--- src/rtl/boot_loader.sv ---
// boot_loader: takes a length byte then payload bytes over valid/ready, writes them to program RAM from address 0, then raises cpu_run.
// Optional BOOT_LOADER_CHECKSUM_EN: a trailing XOR checksum byte gates cpu_run; a mismatch parks the loader in a sticky err state.
module boot_loader #(
    parameter int AW = 7,
    parameter int DW = 8
) (
    input  logic          CLK,
    input  logic          RSTn,
    input  logic          in_valid,
    input  logic [DW-1:0] in_data,
    output logic          in_ready,
    output logic          mem_req,
    output logic          mem_rnw,
    output logic [AW-1:0] mem_addr,
    output logic [DW-1:0] mem_data,
    input  logic          mem_ack,
    output logic          cpu_run,
    output logic          busy,
    output logic          err,
    output logic [AW:0]   count
);
    localparam int          DEPTH   = 1 << AW;
    localparam logic [AW:0] DEPTH_L = DEPTH[AW:0];
    localparam logic [DW:0] DEPTH_W = DEPTH[DW:0];

`ifdef BOOT_LOADER_CHECKSUM_EN
    typedef enum logic [2:0] {IDLE, LOAD, WRITE, DONE, CHK, ERR} state_e;
`else
    typedef enum logic [1:0] {IDLE, LOAD, WRITE, DONE} state_e;
`endif

    state_e        state_q, state_d;
    logic [AW:0]   len_q, len_d;
    logic [AW:0]   cnt_q, cnt_d;
    logic [AW-1:0] addr_q, addr_d;
    logic [DW-1:0] data_q, data_d;
`ifdef BOOT_LOADER_CHECKSUM_EN
    logic [DW-1:0] csum_q, csum_d;
`endif

    logic          xfer;
    logic [AW:0]   cnt_inc;
    logic [DW:0]   len_raw;

    assign xfer    = in_valid & in_ready;
    assign cnt_inc = cnt_q + {{AW{1'b0}}, 1'b1};
    assign len_raw = {1'b0, in_data};

    always_ff @(posedge CLK or negedge RSTn) begin
        if (!RSTn) begin
            state_q <= IDLE;
            len_q   <= '0;
            cnt_q   <= '0;
            addr_q  <= '0;
            data_q  <= '0;
`ifdef BOOT_LOADER_CHECKSUM_EN
            csum_q  <= '0;
`endif
        end else begin
            state_q <= state_d;
            len_q   <= len_d;
            cnt_q   <= cnt_d;
            addr_q  <= addr_d;
            data_q  <= data_d;
`ifdef BOOT_LOADER_CHECKSUM_EN
            csum_q  <= csum_d;
`endif
        end
    end

    always_comb begin
        state_d = state_q;
        len_d   = len_q;
        cnt_d   = cnt_q;
        addr_d  = addr_q;
        data_d  = data_q;
`ifdef BOOT_LOADER_CHECKSUM_EN
        csum_d  = csum_q;
`endif
        case (state_q)
            IDLE: begin
                if (xfer) begin
                    // Zero means a full RAM image; anything larger than the RAM is clamped.
                    len_d   = (in_data == '0 || len_raw > DEPTH_W) ? DEPTH_L : len_raw[AW:0];
                    state_d = LOAD;
                end
            end
            LOAD: begin
                if (xfer) begin
                    data_d  = in_data;
                    addr_d  = cnt_q[AW-1:0];
`ifdef BOOT_LOADER_CHECKSUM_EN
                    csum_d  = csum_q ^ in_data;
`endif
                    state_d = WRITE;
                end
            end
            WRITE: begin
                if (mem_ack) begin
                    cnt_d = cnt_inc;
                    if (cnt_inc == len_q) begin
`ifdef BOOT_LOADER_CHECKSUM_EN
                        state_d = CHK;
`else
                        state_d = DONE;
`endif
                    end else begin
                        state_d = LOAD;
                    end
                end
            end
`ifdef BOOT_LOADER_CHECKSUM_EN
            CHK: begin
                if (xfer) begin
                    state_d = (in_data == csum_q) ? DONE : ERR;
                end
            end
`endif
            default: ;
        endcase
    end

    always_comb begin
        in_ready = 1'b0;
        mem_req  = 1'b0;
        cpu_run  = 1'b0;
        busy     = 1'b0;
        err      = 1'b0;
        case (state_q)
            IDLE:  in_ready = 1'b1;
            LOAD:  begin in_ready = 1'b1; busy = 1'b1; end
            WRITE: begin mem_req  = 1'b1; busy = 1'b1; end
            DONE:  cpu_run = 1'b1;
`ifdef BOOT_LOADER_CHECKSUM_EN
            CHK:   begin in_ready = 1'b1; busy = 1'b1; end
            ERR:   err = 1'b1;
`endif
            default: ;
        endcase
    end

    assign mem_rnw  = 1'b0;
    assign mem_addr = addr_q;
    assign mem_data = data_q;
    assign count    = cnt_q;

endmodule

--- config.mk ---
export PLATFORM = sky130hd
export DESIGN_NAME = boot_loader
export DESIGN_NICKNAME = d
export VERILOG_FILES = /design/src/rtl/boot_loader.sv
export SDC_FILE = /design/constraint.sdc
export NUM_CORES = 1
export LEC_CHECK = 0
export ABC_AREA = 1
export BUFFER_PORTS_ARGS = -buffer_cell sky130_fd_sc_hd__buf_2
export CAP_MARGIN = 20
export CORE_MARGIN = 1
export CORE_UTILIZATION = 55
export DETAILED_ROUTE_END_ITERATION = 10
export GPL_ROUTABILITY_DRIVEN = 0
export GPL_TIMING_DRIVEN = 0
export PLACE_DENSITY = 0.82
export SYNTH_ARGS = -nofsm -noshare
export SYNTH_HDL_FRONTEND = slang
export SYNTH_SLANG_ARGS = --single-unit
--- constraint.sdc ---
create_clock -name CLK -period 4.7 [get_ports CLK]
set_clock_uncertainty 0.05 [all_clocks]
set_input_delay 0.94 -clock CLK [delete_from_list [all_inputs] [get_ports CLK]]
set_output_delay 0.94 -clock CLK [all_outputs]
set_load 0.005 [all_outputs]
==> results.json <==
{
  "initial_core_util_pct": 57.66,
  "placementRows": 20,
  "drtIter0Drc": 35,
  "relSlewSlack_pct": 54.31,
  "rsz0062_at_grt": "false",
  "fin_cells": 310,
  "syn_inst": 220,
  "worst_pin_slew_ps": 685.3,
  "hold_path.class": "flop to flop",
  "cts_made_buffers": 5,
  "path_class": "flop to primary output",
  "internal-power_mw": 0.6702,
  "final_common_cell": "nand2_1",
  "netSwitchingFraction_pct": 39.91,
  "io_pins": 41,
  "seqCellArea_um2": 825.8,
  "syn_avg_cell_area_um2": 8.002,
  "viasPerCell": 4.952,
  "vias": 1535,
  "cts.path.max_buffers": 2,
  "p_switching_mw": 0.4451,
  "fill_cells": 285,
  "r2r_start": "count[1]",
  "crit_slowest_cell": "dfrtp_1",
  "cts_tree": "yes",
  "postCtsSetupRepairBufs": 0,
  "finalSetupViolCount": 0,
  "pwr-share-seq_pct": 42.5,
  "dieArea_mm2": 0.003431,
  "synth_cell_types": 25,
  "crit_path_end_kind": "primary output",
  "port_buffers": 38,
  "final_nets": 284,
  "mostFrequentLayoutCells": "nand2_1 (58), buf_2 (39), dfrtp_1 (33), inv_1 (32), o21ai_0 (24)",
  "hold_path_end": "mem_addr[3]",
  "clkPwrFrac_pct": 14.2,
  "wire_per_inst_um": 11.48,
  "ir_worst_vdd_uv": 326.6,
  "fmax_mhz": 424.6,
  "cpLargestDelayFamily": "flip-flops",
  "ff2ff_path_depth": 12,
  "drv_slew": 0,
  "place.detailed.hpwl_mm": 2.757,
  "cts_resized": 0,
  "grt_overflow_total": 0,
  "clk_pin_slew_ps": 90,
  "die_w_um": 58.58,
  "p_leak_nw": 1.107,
  "ant_nets": 0,
  "fin_tns_setup_ps": 0,
  "postCtsHoldBufs": 0,
  "drc": 0,
  "r2r_slack_ps": 2920,
  "timing.rr.end": "state_q[1]",
  "path_buf_inv": 3,
  "synthToLayoutAreaGrowth_pct": 17.27,
  "worst-path-max-fanout": 5,
  "p_per_area_mw_per_mm2": 540.3,
  "htreeDepth": 2,
  "outcome": "finished clean",
  "cp.arrival_ps": 1360,
  "grt_pass1_wl_mm": 6.113,
  "grt_pass1_vias": 1431,
  "utilization_pct": 67.62,
  "first_pass_iters": 4,
  "ys_seq_area_share_pct": 46.91,
  "finalCriticalPeriod_ps": 2355,
  "layout-drive-gt1-share_pct": 22.56,
  "multiInputGateArea_um2": 753.2,
  "cpMostUsedCell": "inv_1",
  "syn_area_mm2": 0.001760,
  "gr-usage-all-layers_pct": 23.78,
  "diodes": 0,
  "cp-start-kind": "flop",
  "critical_path.max_stage_delay_ps": 430,
  "core_mm2": 0.003053,
  "yosys_register_bits": 33,
  "maxCapViolCount": 0,
  "whs_path_depth": 2,
  "cts.sinks": 33,
  "yosys_warnings": 0,
  "final_area_mm2": 0.002064,
  "place_inst": 303,
  "hold_viol": 0,
  "routed_wl_mm": 3.558,
  "min-delay-start": "mem_addr[3]",
  "cts_root_buf": "clkbuf_4",
  "die_y_um": 58.58,
  "grt_antenna_before_repair": 0,
  "power_frac_comb_pct": 43.2,
  "place_area_mm2": 0.002009,
  "cp.required_ps": 3710,
  "clock_latency_ps": 330,
  "fin_crit_sh_pct": 50.10,
  "crit_chain": "inv_1 > ha_1 > nor2_1 > inv_1 > buf_2",
  "grt_max_degree": 34
}
per-layer routing:
metal,vias up,routed length (um),GRT usage (%)
li1,794,-,-
met1,693,1660,29.68
met2,42,1671,40.72
met3,6,182,6.154
met4,0,44,7.143
met5,-,0,0
synth_stat cells:
| cell | instances | share of area, % |
|---|---|---|
| nand4_1 | 3 | 1.1 |
| nor2_2 | 1 | 0.36 |
| inv_1 | 32 | 6.8 |
| xnor2_1 | 1 | 0.50 |
| ha_1 | 6 | 4.3 |
| inv_2 | 2 | 0.43 |
| clkbuf_1 | 4 | 0.85 |
| nand2_4 | 2 | 1.3 |
| a21oi_1 | 7 | 2.0 |
| mux2_2 | 1 | 0.64 |
| nand3_2 | 2 | 1.1 |
| nor2_1 | 7 | 1.5 |
| nand2_2 | 1 | 0.36 |
| buf_6 | 2 | 1.3 |
| o31ai_1 | 1 | 0.43 |
| dfrtp_1 | 33 | 47 |
| nand3_1 | 21 | 6.0 |
| o22ai_1 | 4 | 1.4 |
| conb_1 | 1 | 0.21 |
| o21ai_0 | 24 | 6.8 |
| xor2_1 | 2 | 1.0 |
| buf_4 | 2 | 0.85 |
| buf_2 | 1 | 0.28 |
| nor2_4 | 2 | 1.3 |
| nand2_1 | 58 | 12 |
cells by family (layout without fill, tap and decap cells):
family	count (synthesis)	count (layout)	synth area share [%]
adders and majority gates	6	6	4.264
muxes	1	1	0.6396
DFF	33	33	46.91
xor gates and xnor gates	3	3	1.493
AOI/OAI and AO/OA	36	36	10.66
buffers and inverters	43	88	10.52
and+or+nand+nor	97	97	25.30
other	1	2	0.2130
layout make-up:
class / count / share of cell area, %
multi-input combinational: 145 / 36.48
buffer: 9 / 2.788
clock buffer: 7 / 2.667
timing repair buffer: 38 / 9.212
sequential: 33 / 40.00
tap: 44 / 2.667
inverter: 34 / 6.182
power groups by stage:
stage,combinational (mW),clock [mW],sequential (mW)
2_1_floorplan,0.314,0,0.478
3_3_place_gp,0.470,0,0.474
3_5_place_dp,0.485,0,0.481
4_1_cts,0.488,0.162,0.474
5_1_grt,0.558,0.175,0.489
6_report,0.482,0.158,0.475
worst max-delay path by stage:
stage / start / to / slack [ps] / cells after the start
after global placement: in_valid / mem_data[6] / 2680 / 5
after global routing: state_q[1] / in_ready / 2230 / 5
after detailed placement: in_valid / mem_data[2] / 2620 / 6
after CTS: state_q[1] / in_ready / 2330 / 5
final: state_q[1] / in_ready / 2350 / 5
after floorplan: state_q[1] / in_ready / 2890 / 4
worst register-to-register path: stages, from the launching register on:
cell and delay, ps:
dfrtp_1 500, ha_1 320, nand2_4 90, nor2_4 140
nand2_1 90, nand2_1 80, nand3_1 70, nand2_1 70
nor2_1 40, nand3_1 80, nand2_1 60, nand2_1 50
nand2_1 40
flip-flops by register name, indices dropped and copies added, names as in the netlist:
signal / flops
count: 8
len_q: 8
mem_data: 8
mem_addr: 7
state_q: 2
per-stage QoR:
stage / power (mW) / hold slack [ps] / worst slack (ps)
after floorplan: 0.7921 / 422.3 / 2885
after CTS: 1.124 / 440.6 / 2329
after detailed placement: 0.9656 / 417.7 / 2615
final: 1.115 / 433.7 / 2345
after global routing: 1.222 / 460.6 / 2231
after global placement: 0.9436 / 410.3 / 2682
(Power assumes the default switching activity.)
